File: src/rtl/inst_fetch_pkg.sv
// Shared fetch-stage definitions: FSM state encoding, chip-enable levels and the
// all-zero doubleword the ROM returns while disabled.
package inst_fetch_pkg;

  typedef enum logic [1:0] {
    ST_IDLE  = 2'd0,
    ST_FETCH = 2'd1,
    ST_HALT  = 2'd2
  } fetch_state_t;

  localparam logic        CHIP_ENABLE      = 1'b1;
  localparam logic        CHIP_DISABLE     = 1'b0;
  localparam logic [63:0] ZERO_DOUBLE_WORD = 64'h0;

endpackage

File: src/rtl/inst_fetch_pc_reg.sv
// Program counter register: a redirect load beats a sequential increment, otherwise it holds.
// Async active-low reset returns the counter to RESET_PC.
module inst_fetch_pc_reg #(
  parameter int                ADDR_W   = 32,
  parameter logic [ADDR_W-1:0] RESET_PC = '0,
  parameter int                PC_STEP  = 16
) (
  input  logic              clk,
  input  logic              rst_n,
  input  logic              load,
  input  logic [ADDR_W-1:0] load_addr,
  input  logic              inc,
  output logic [ADDR_W-1:0] pc
);

  always_ff @(posedge clk or negedge rst_n) begin
    if (!rst_n) begin
      pc <= RESET_PC;
    end else if (load) begin
      pc <= load_addr;
    end else if (inc) begin
      pc <= pc + ADDR_W'(PC_STEP);
    end
  end

endmodule

File: src/rtl/inst_fetch.sv
// Instruction fetch: owns the PC, drives the ROM and registers instructions into IF/ID.
// Optional accepted-fetch counter is built when FETCH_PERF_EN is defined.
module inst_fetch
  import inst_fetch_pkg::*;
#(
  parameter int                ADDR_W   = 32,
  parameter int                INST_W   = 64,
  parameter logic [ADDR_W-1:0] RESET_PC = '0,
  parameter int                PC_STEP  = 16
) (
  input  logic              clk,
  input  logic              rst_n,
  output logic              rom_ce_o,
  output logic [ADDR_W-1:0] rom_addr_o,
  input  logic [INST_W-1:0] rom_inst_i,
  input  logic              br_flag_i,
  input  logic [ADDR_W-1:0] br_target_i,
  input  logic              halt_i,
  output logic              id_valid_o,
  input  logic              id_ready_i,
  output logic [ADDR_W-1:0] id_pc_o,
  output logic [INST_W-1:0] id_inst_o,
  output logic              align_err_o,
  output logic [31:0]       fetch_cnt_o
);

  fetch_state_t      state;
  logic [ADDR_W-1:0] pc;
  logic              capture;
  logic              misaligned;

  // A redirect or halt on the same edge always wins over a capture.
  assign capture    = (state == ST_FETCH) && !br_flag_i && !halt_i &&
                      (!id_valid_o || id_ready_i);
  assign misaligned = |(br_target_i & ADDR_W'(PC_STEP - 1));
  assign rom_addr_o = pc;

  inst_fetch_pc_reg #(
    .ADDR_W   (ADDR_W),
    .RESET_PC (RESET_PC),
    .PC_STEP  (PC_STEP)
  ) u_pc_reg (
    .clk       (clk),
    .rst_n     (rst_n),
    .load      (br_flag_i),
    .load_addr (br_target_i),
    .inc       (capture),
    .pc        (pc)
  );

  always_ff @(posedge clk or negedge rst_n) begin
    if (!rst_n) begin
      state       <= ST_IDLE;
      rom_ce_o    <= CHIP_DISABLE;
      id_valid_o  <= 1'b0;
      id_pc_o     <= '0;
      id_inst_o   <= INST_W'(ZERO_DOUBLE_WORD);
      align_err_o <= 1'b0;
    end else if (br_flag_i) begin
      // Any redirect flushes IF/ID; a misaligned target parks the fetcher in HALT.
      id_valid_o <= 1'b0;
      if (misaligned) begin
        align_err_o <= 1'b1;
        state       <= ST_HALT;
        rom_ce_o    <= CHIP_DISABLE;
      end else begin
        state    <= ST_FETCH;
        rom_ce_o <= CHIP_ENABLE;
      end
    end else begin
      case (state)
        ST_IDLE: begin
          state    <= ST_FETCH;
          rom_ce_o <= CHIP_ENABLE;
        end
        ST_FETCH: begin
          if (halt_i) begin
            state    <= ST_HALT;
            rom_ce_o <= CHIP_DISABLE;
            if (id_valid_o && id_ready_i) begin
              id_valid_o <= 1'b0;
            end
          end else if (capture) begin
            id_valid_o <= 1'b1;
            id_pc_o    <= pc;
            id_inst_o  <= rom_inst_i;
          end
        end
        ST_HALT: begin
          rom_ce_o <= CHIP_DISABLE;
          if (id_valid_o && id_ready_i) begin
            id_valid_o <= 1'b0;
          end
        end
        default: begin
          state    <= ST_IDLE;
          rom_ce_o <= CHIP_DISABLE;
        end
      endcase
    end
  end

`ifdef FETCH_PERF_EN
  logic [31:0] fetch_cnt;

  always_ff @(posedge clk or negedge rst_n) begin
    if (!rst_n) begin
      fetch_cnt <= '0;
    end else if (capture) begin
      fetch_cnt <= fetch_cnt + 32'd1;
    end
  end

  assign fetch_cnt_o = fetch_cnt;
`else
  assign fetch_cnt_o = '0;
`endif

endmodule

File: config.mk
export PLATFORM = sky130hd
export DESIGN_NAME = inst_fetch
export DESIGN_NICKNAME = d
export VERILOG_FILES = /design/src/rtl/inst_fetch_pkg.sv /design/src/rtl/inst_fetch_pc_reg.sv /design/src/rtl/inst_fetch.sv
export SDC_FILE = /design/constraint.sdc
export NUM_CORES = 1
export LEC_CHECK = 0
export CORE_MARGIN = 10
export CORE_UTILIZATION = 46
export DETAILED_ROUTE_END_ITERATION = 6
export PLACE_DENSITY = 0.92
export SYNTH_ARGS = -nofsm -noshare
export SYNTH_HDL_FRONTEND = slang
export SYNTH_HIERARCHICAL = 1
export SYNTH_SLANG_ARGS = --single-unit
File: constraint.sdc
create_clock -name clk -period 6 [get_ports clk]
set_clock_uncertainty 0.05 [all_clocks]
set_input_delay 0.6 -clock clk [delete_from_list [all_inputs] [get_ports clk]]
set_output_delay 0.6 -clock clk [all_outputs]
set_load 0.02 [all_outputs]
==> results of run 1 <==
-- placed cells by master (no fill, tap or decap), types with 4 or more instances in the layout --
| cell | synthesis | final |
|---|---|---|
| o21ai_0 | 24 | 24 |
| dfrtp_1 | 133 | 133 |
| xor2_1 | 6 | 6 |
| a31oi_1 | 11 | 11 |
| mux2_4 | 29 | 29 |
| and4_1 | 5 | 5 |
| buf_4 | 35 | 4 |
| clkinv_2 | 0 | 6 |
| xnor2_1 | 9 | 9 |
| nand2b_1 | 4 | 4 |
| clkdlybuf4s50_1 | 0 | 230 |
| nand4_1 | 11 | 11 |
| bufinv_16 | 0 | 5 |
| nand3_1 | 12 | 12 |
| nor2_1 | 13 | 13 |
| nand2_1 | 26 | 26 |
| or3_1 | 4 | 4 |
| nor4_1 | 5 | 5 |
| conb_1 | 1 | 32 |
| inv_1 | 6 | 6 |
| or4_1 | 5 | 5 |
| mux2_2 | 71 | 71 |
| a21oi_1 | 4 | 4 |
| o31ai_1 | 4 | 4 |
| clkbuf_16 | 0 | 17 |
-- power by group --
part           switching (W)  total [W]  internal, W  leakage [nW]
logic               0.000559    0.00121     0.000648          1.92
clock network       0.000365    0.00111     0.000743         0.314
registers           0.000155    0.00128      0.00113          1.61
-- critical path: cells and delay by family --
family          cells  cell delay (ns)
simple gates        1             0.13
mux                 1             0.43
compound gates      1             0.08
buf+inv             4             2.06
-- layout make-up --
type	instances	share of cell area, %
timing repair buffer	235	26.3
multi-input combinational	297	26.5
clock buffer	21	5.06
clock inverter	11	2.02
sequential	133	37.4
tap	172	2.42
inverter	6	0.253
-- worst min-delay path by stage --
stage                      from       endpoint  slack [ns]  cells after the start
detailed placement  align_err_o    align_err_o        0.41                      1
global placement    align_err_o    align_err_o        0.40                      1
finish                    rst_n  id_inst_o[35]        0.04                      1
CTS                       rst_n  id_inst_o[36]        0.04                      1
floorplan                 rst_n    align_err_o        0.25                      0
global route              rst_n  id_inst_o[35]        0.06                      1
-- registers in the layout, summed over array words and instances, names as in the netlist --
| signal | cells |
|---|---|
| align_err_o | 1 |
| id_inst_o | 64 |
| id_pc_o | 32 |
| state | 2 |
| rom_ce_o | 1 |
| id_valid_o | 1 |
| u_pc_reg/pc | 32 |
-- logic make-up (layout without fill, tap and decap cells) --
family / after synthesis / count (layout) / share of synthesized area, %
multiplexers: 101 / 101 / 20.8
AND/OR/NAND/NOR: 98 / 98 / 9.24
AO/OA/AOI/OAI: 50 / 50 / 4.86
buffers and inverters: 61 / 273 / 6.85
XOR/XNOR: 15 / 15 / 2.20
adder cells (fa/ha/maj): 1 / 1 / 0.209
other: 1 / 32 / 0.0628
flip-flops: 133 / 133 / 55.7
-- layer usage --
layer,up-vias,routed length (um)
met5,-,0
met3,22,1520
met1,2225,7110
li1,2039,-
met2,208,8970
met4,0,278
-- stage by stage --
step	utilization [%]	instances	total power (W)	cell area, um2
floorplan	-	491	0.00186	6090
global placement	65.3	843	0.00246	8270
detailed placement	65.3	843	0.00251	8270
CTS	70.3	875	0.00364	8900
global route	70.3	875	0.00376	8900
finish	70.3	875	0.00360	8900
==> results by group, run 1 <==
Floorplan
  • Starting Density: between 40% and 50%
  • Die X-Extent: ~130 um
  • Io pins: 264
  • Die Area: around 18,000 um2
  • Die Y: 134 um
  • Core Box Area: around 13,000 um2
  • Num rows: 41

Clocking
  • CTS root buffer: clkbuf_16
  • CTS tree: built
  • Sink Count: 133
  • Hold_buf cts: 0
  • Postcts setup bufs: 0
  • # resized after CTS: 0
  • Clk Latency, worst-skew pair: 0.41 ns
  • Clock Path Buffers: 2
  • Clock slew at the register clock pins of the worst setup and hold paths: around 0.060 ns
  • Total CTS buffers: 17
  • Number of H-tree levels: 4

Logic synthesis
  • Area contributors post-synth: dfrtp_1 (56%), mux2_2 (13%), mux2_4 (7.3%)
  • EDFF count, synth: 0
  • Post-synth cell types: 41
  • Yosys top cell by area: dfrtp_1
  • Top-area cell type share of the netlist area: a little under three fifths
  • Synth cell count leaders: dfrtp_1 (133), mux2_2 (71), buf_4 (35)
  • Post-synthesis cell area: approximately 6000 um2
  • Most common cell in the synthesized netlist: dfrtp_1
  • Async set or reset register ratio after synthesis: 100%
  • Number of synthesized register bits: around 130
  • Primary FF master, synth: dfrtp_1
  • Post-Synthesis Cells: 460
  • Seq/Total Area, Yosys: between 50% and 60%
  • Average size of a mapped cell: roughly 13 um2
  • Syn. warnings: 6

STA
  • Worst setup margin: around 2.8 ns
  • Setup violations, final: 0
  • Slew Viols, Final: 0
  • Fin crit period: around 3.2 ns
  • Worst hold slack: ~0.042 ns
  • Slew HR: 24.9%
  • Worst-Margin Slew: approximately 1.1 ns
  • F_max: about 0.32 GHz
  • RSZ-0062 raised after global routing: false
  • Final period util: 52.6%
  • Final setup TNS: 0 ns
  • Final hold vios: 0

Min path
  • Worst Hold Class: in -> async

GRT
  • Met1 Resource Use GR: between 20% and 30%
  • GR Layer Usage met2: 32.7%
  • First-pass GRT wire length: between 20,000 and 30,000 um
  • GR Util All Layers: 19.6%
  • Largest net degree at the start of global routing: a little over 90
  • Vias in the first global route: ~5k
  • Busiest grt layer: met2
  • Grt ovf: 0
  • GR met3 Demand/Resource: between 7 and 8%
  • Initial antenna violation count: 0

Setup path
  • Reg2Reg Capture Point: id_pc_o[2]
  • Crit-path max FO: between 60 and 70
  • CP max stage delay: around 0.76 ns
  • Arrival @ worst endpoint: roughly 3.4 ns
  • Slack of the worst reg-to-reg path: ~3.4 ns
  • CP most frequent cell: buf_4
  • Crit Path Class: in -> reg
  • R2r worst-path depth: 5
  • Worst Setup EP: id_pc_o[2]
  • CP startpoint kind: input pin
  • RR Startpoint: state[0]
  • Slowest cell on crit path: buf_4
  • Crit path from: br_flag_i
  • CP endpoint kind: flop
  • CP cell instances: clkdlybuf4s50_1 > buf_4 > nor4b_2 > o21ai_4 > buf_4 > buf_4 > mux2_2
  • Worst Path Required: approximately 6.2 ns

Routing
  • DRT Wirelength: 17,900 um
  • Detailed Routing Iterations Pass 1: 4
  • Vias per Instance: around 5.1
  • DR DRC count: 0
  • Number of DRC markers in iteration 0: 254
  • Avg WL per Cell: approximately 20 um
  • Post-route ant nets: 0
  • Vias: ~4.5k

Power and ir drop
  • Pwr/cell area: approximately 400 nW/um2
  • Leakage Power: around 3.8 nW
  • Maximum VDD drop: 0.000188 V

Placed design
  • Final HPWL DP: approximately 13,000 um
  • Dpl ws: 2.42 ns
  • Port bufs: between 200 and 250
  • Routability cong.: between 0.8 and 0.9

Run status
  • Status: finished clean

Cells and area
  • Final nets: slightly below 800
  • Layout cells sized above 1: 19.9%
  • Register area: 3330 um2
  • Area growth from synthesis to layout: 49.1%
  • # diodes: 0
  • Filler cells: 894
  • Area of the multi-input gates: about 2400 um2

Job
  • Max-cap viol count: 0
Power figures use the tool's default switching activity.
==> run 2: changes to the inputs <==
--- a/config.mk
+++ b/config.mk
@@ -6,9 +6,9 @@
 export NUM_CORES = 1
 export LEC_CHECK = 0
 export CORE_MARGIN = 10
-export CORE_UTILIZATION = 46
+export CORE_UTILIZATION = 42
 export DETAILED_ROUTE_END_ITERATION = 6
-export PLACE_DENSITY = 0.92
+export PLACE_DENSITY = 0.85
 export SYNTH_ARGS = -nofsm -noshare
 export SYNTH_HDL_FRONTEND = slang
 export SYNTH_HIERARCHICAL = 1
==> constraint.sdc (replaced) <==
create_clock -name clk -period 3 [get_ports clk]
set_clock_uncertainty 0.05 [all_clocks]
set_input_delay 0.3 -clock clk [delete_from_list [all_inputs] [get_ports clk]]
set_output_delay 0.3 -clock clk [all_outputs]
set_load 0.02 [all_outputs]
==> run 2 against run 1 <==
Effect of this change: via count is 0.27% higher; die area grew 8.1%; cell area increased by 0.41%; wire length fell by 0.69%; first-iteration DRC count fell by 21%; cell count increased by 1.1%; sequential power is 100% higher; utilization decreased by 5.9 points; register-to-register slack worse by 3.1 ns; combinational power up 99%; highest routed layer unchanged.
==> results by group, run 2 (synthesis results as in run 1) <==
Routing
  • Post-route ant nets: 0
  • Vias: 4,506
  • Vias per Instance: about 5
  • Number of DRC markers in iteration 0: 200
  • DRT Wirelength: 17,800 um
  • Detailed Routing Iterations Pass 1: 4
  • Avg WL per Cell: 20.1 um
  • DR DRC count: 0

Clocking
  • Number of H-tree levels: 4
  • CTS root buffer: clkbuf_16
  • CTS tree: built
  • Total CTS buffers: 17
  • Sink Count: between 100 and 150
  • Clock slew at the register clock pins of the worst setup and hold paths: approximately 0.06 ns
  • # resized after CTS: 0
  • Clk Latency, worst-skew pair: roughly 0.4 ns
  • Clock Path Buffers: 2

Cells and area
  • Register area: ~3300 um2
  • Most common cell after layout, fill and taps aside: clkdlybuf4s50_1
  • Largest Register: id_inst_o
  • Max reg flops: 64
  • Area growth from synthesis to layout: 49.7%
  • Largest registers: id_inst_o (64), id_pc_o (32), u_pc_reg/pc (32)
  • Filler cells: slightly above 1k
  • # diodes: 0
  • Layout cells sized above 1: around a fifth
  • Final nets: 794
  • Finished Layout Cells: a little under 900
  • Fin area: 8940 um2
  • Area of the multi-input gates: approximately 2400 um2
  • Most frequent cells in the layout: clkdlybuf4s50_1 (230), dfrtp_1 (133), mux2_2 (71), conb_1 (32), mux2_4 (29)

Setup path
  • Slack of the worst reg-to-reg path: roughly 0.31 ns
  • Critical path depth in cells: 5
  • Crit path from: state[0]
  • Worst Setup EP: id_pc_o[14]
  • Crit-path max FO: 53
  • CP max stage delay: ~0.74 ns
  • Worst Path Required: between 3 and 4 ns
  • Crit-path leading delay family: buffers and inverters
  • R2r worst-path depth: 5
  • Arrival @ worst endpoint: between 2 and 3 ns
  • CP most frequent cell: buf_4
  • CP endpoint kind: flop
  • CP cell instances: nor4b_2 > o21ai_4 > buf_4 > buf_4 > mux2_2
  • Slowest cell on crit path: buf_4
  • Reg2Reg Capture Point: id_pc_o[14]
  • RR Startpoint: state[0]
  • CP startpoint kind: flop
  • Crit Path Class: reg -> reg
  • CP Buf/Inv Count: 2

GRT
  • Grt ovf: 0
  • First-pass GRT wire length: 27,900 um
  • GR Util All Layers: roughly 18%
  • Vias in the first global route: between 4k and 5k
  • Initial antenna violation count: 0
  • Largest net degree at the start of global routing: 73

STA
  • Slew Viols, Final: 0
  • Slew HR: around 47%
  • RSZ-0062 raised after global routing: false
  • F_max: roughly 0.37 GHz
  • Fin crit period: 2.69 ns
  • Setup violations, final: 0
  • Final setup TNS: 0 ns
  • Final period util: between 80% and 90%
  • Final hold vios: 0
  • Worst setup margin: roughly 0.31 ns
  • Worst-Margin Slew: ~0.80 ns

Floorplan
  • Starting Density: between 40% and 50%
  • Die Area: just under 20,000 um2
  • Num rows: 43
  • Io pins: around 260
  • Core Box Area: between 10,000 and 15,000 um2
  • Die X-Extent: 139 um
  • Die Y: around 140 um

Placed design
  • Post-Place Cells: roughly 850
  • Final HPWL DP: between 10,000 and 15,000 um
  • Dpl ws: around 0.040 ns
  • Port bufs: 231
  • Placed cell area: approximately 8300 um2
  • Routability cong.: between 0.8 and 0.9

Min path
  • Worst Hold Class: in -> async

Power and ir drop
  • Leakage Power: 3.85 nW
  • Maximum VDD drop: approximately 0.00042 V
  • Pwr/cell area: ~800 nW/um2

Job
  • Max-cap viol count: 0

Run status
  • Status: finished clean
## run 2: cell types whose count changed in the layout (fill, tap and decap cells not counted), sizes merged
cell	previous run	this run
inv	6	8
bufinv	5	3
buf	5	6
clkinvlp	0	2
clkinv	6	4
dlygate4sd3	0	1
## run 2: timing repair
item                      4_1_cts  5_1_grt
hold endpoints to repair       61        0
setup buffers                   0        0
hold buffers                    1        0
## run 2: worst min-delay path by stage
stage                      endpoint            start  depth (start not counted)  slack, ns
floorplan               align_err_o            rst_n                          0      -0.05
global placement        id_pc_o[23]            rst_n                          1       0.27
detailed placement      id_pc_o[26]            rst_n                          1       0.27
CTS                  u_pc_reg/pc[7]   br_target_i[7]                          3       0.38
global route        u_pc_reg/pc[24]  br_target_i[24]                          3       0.40
finish                  id_pc_o[24]            rst_n                          2       0.38
## run 2: per-layer routing
layer,wire (um),track usage [%],up-vias,share of wire (%)
met4,407,6.70,0,2.3
met2,8880,29.8,189,50
met3,1300,6.43,30,7.3
met5,0,0,-,0
li1,-,-,2038,-
met1,7170,20.6,2249,40
## run 2: stage by stage
| stage | total power [W] | hold slack (ns) | util (%) |
|---|---|---|---|
| after floorplan | 0.00372 | -0.0456 | - |
| after global placement | 0.00494 | 0.266 | 59.8 |
| after detailed placement | 0.00502 | 0.273 | 59.8 |
| after CTS | 0.00721 | 0.382 | 64.4 |
| after global routing | 0.00745 | 0.399 | 64.4 |
| final | 0.00713 | 0.375 | 64.4 |
## run 2: where the power goes
part / total, W / switching (W) / internal, W
Combinational: 0.00241 / 0.00111 / 0.00130
Sequential: 0.00256 / 0.000302 / 0.00226
Clock: 0.00216 / 0.000764 / 0.00140
Total: 0.00713 / 0.00218 / 0.00495
## run 2: cell type report
type / instances / share of cell area, %
Sequential cell: 133 / 37.2
Timing Repair Buffer: 237 / 26.6
Multi-Input combinational cell: 297 / 26.4
Clock buffer: 21 / 5.38
Tap cell: 180 / 2.52
Clock inverter: 11 / 1.64
Inverter: 6 / 0.252
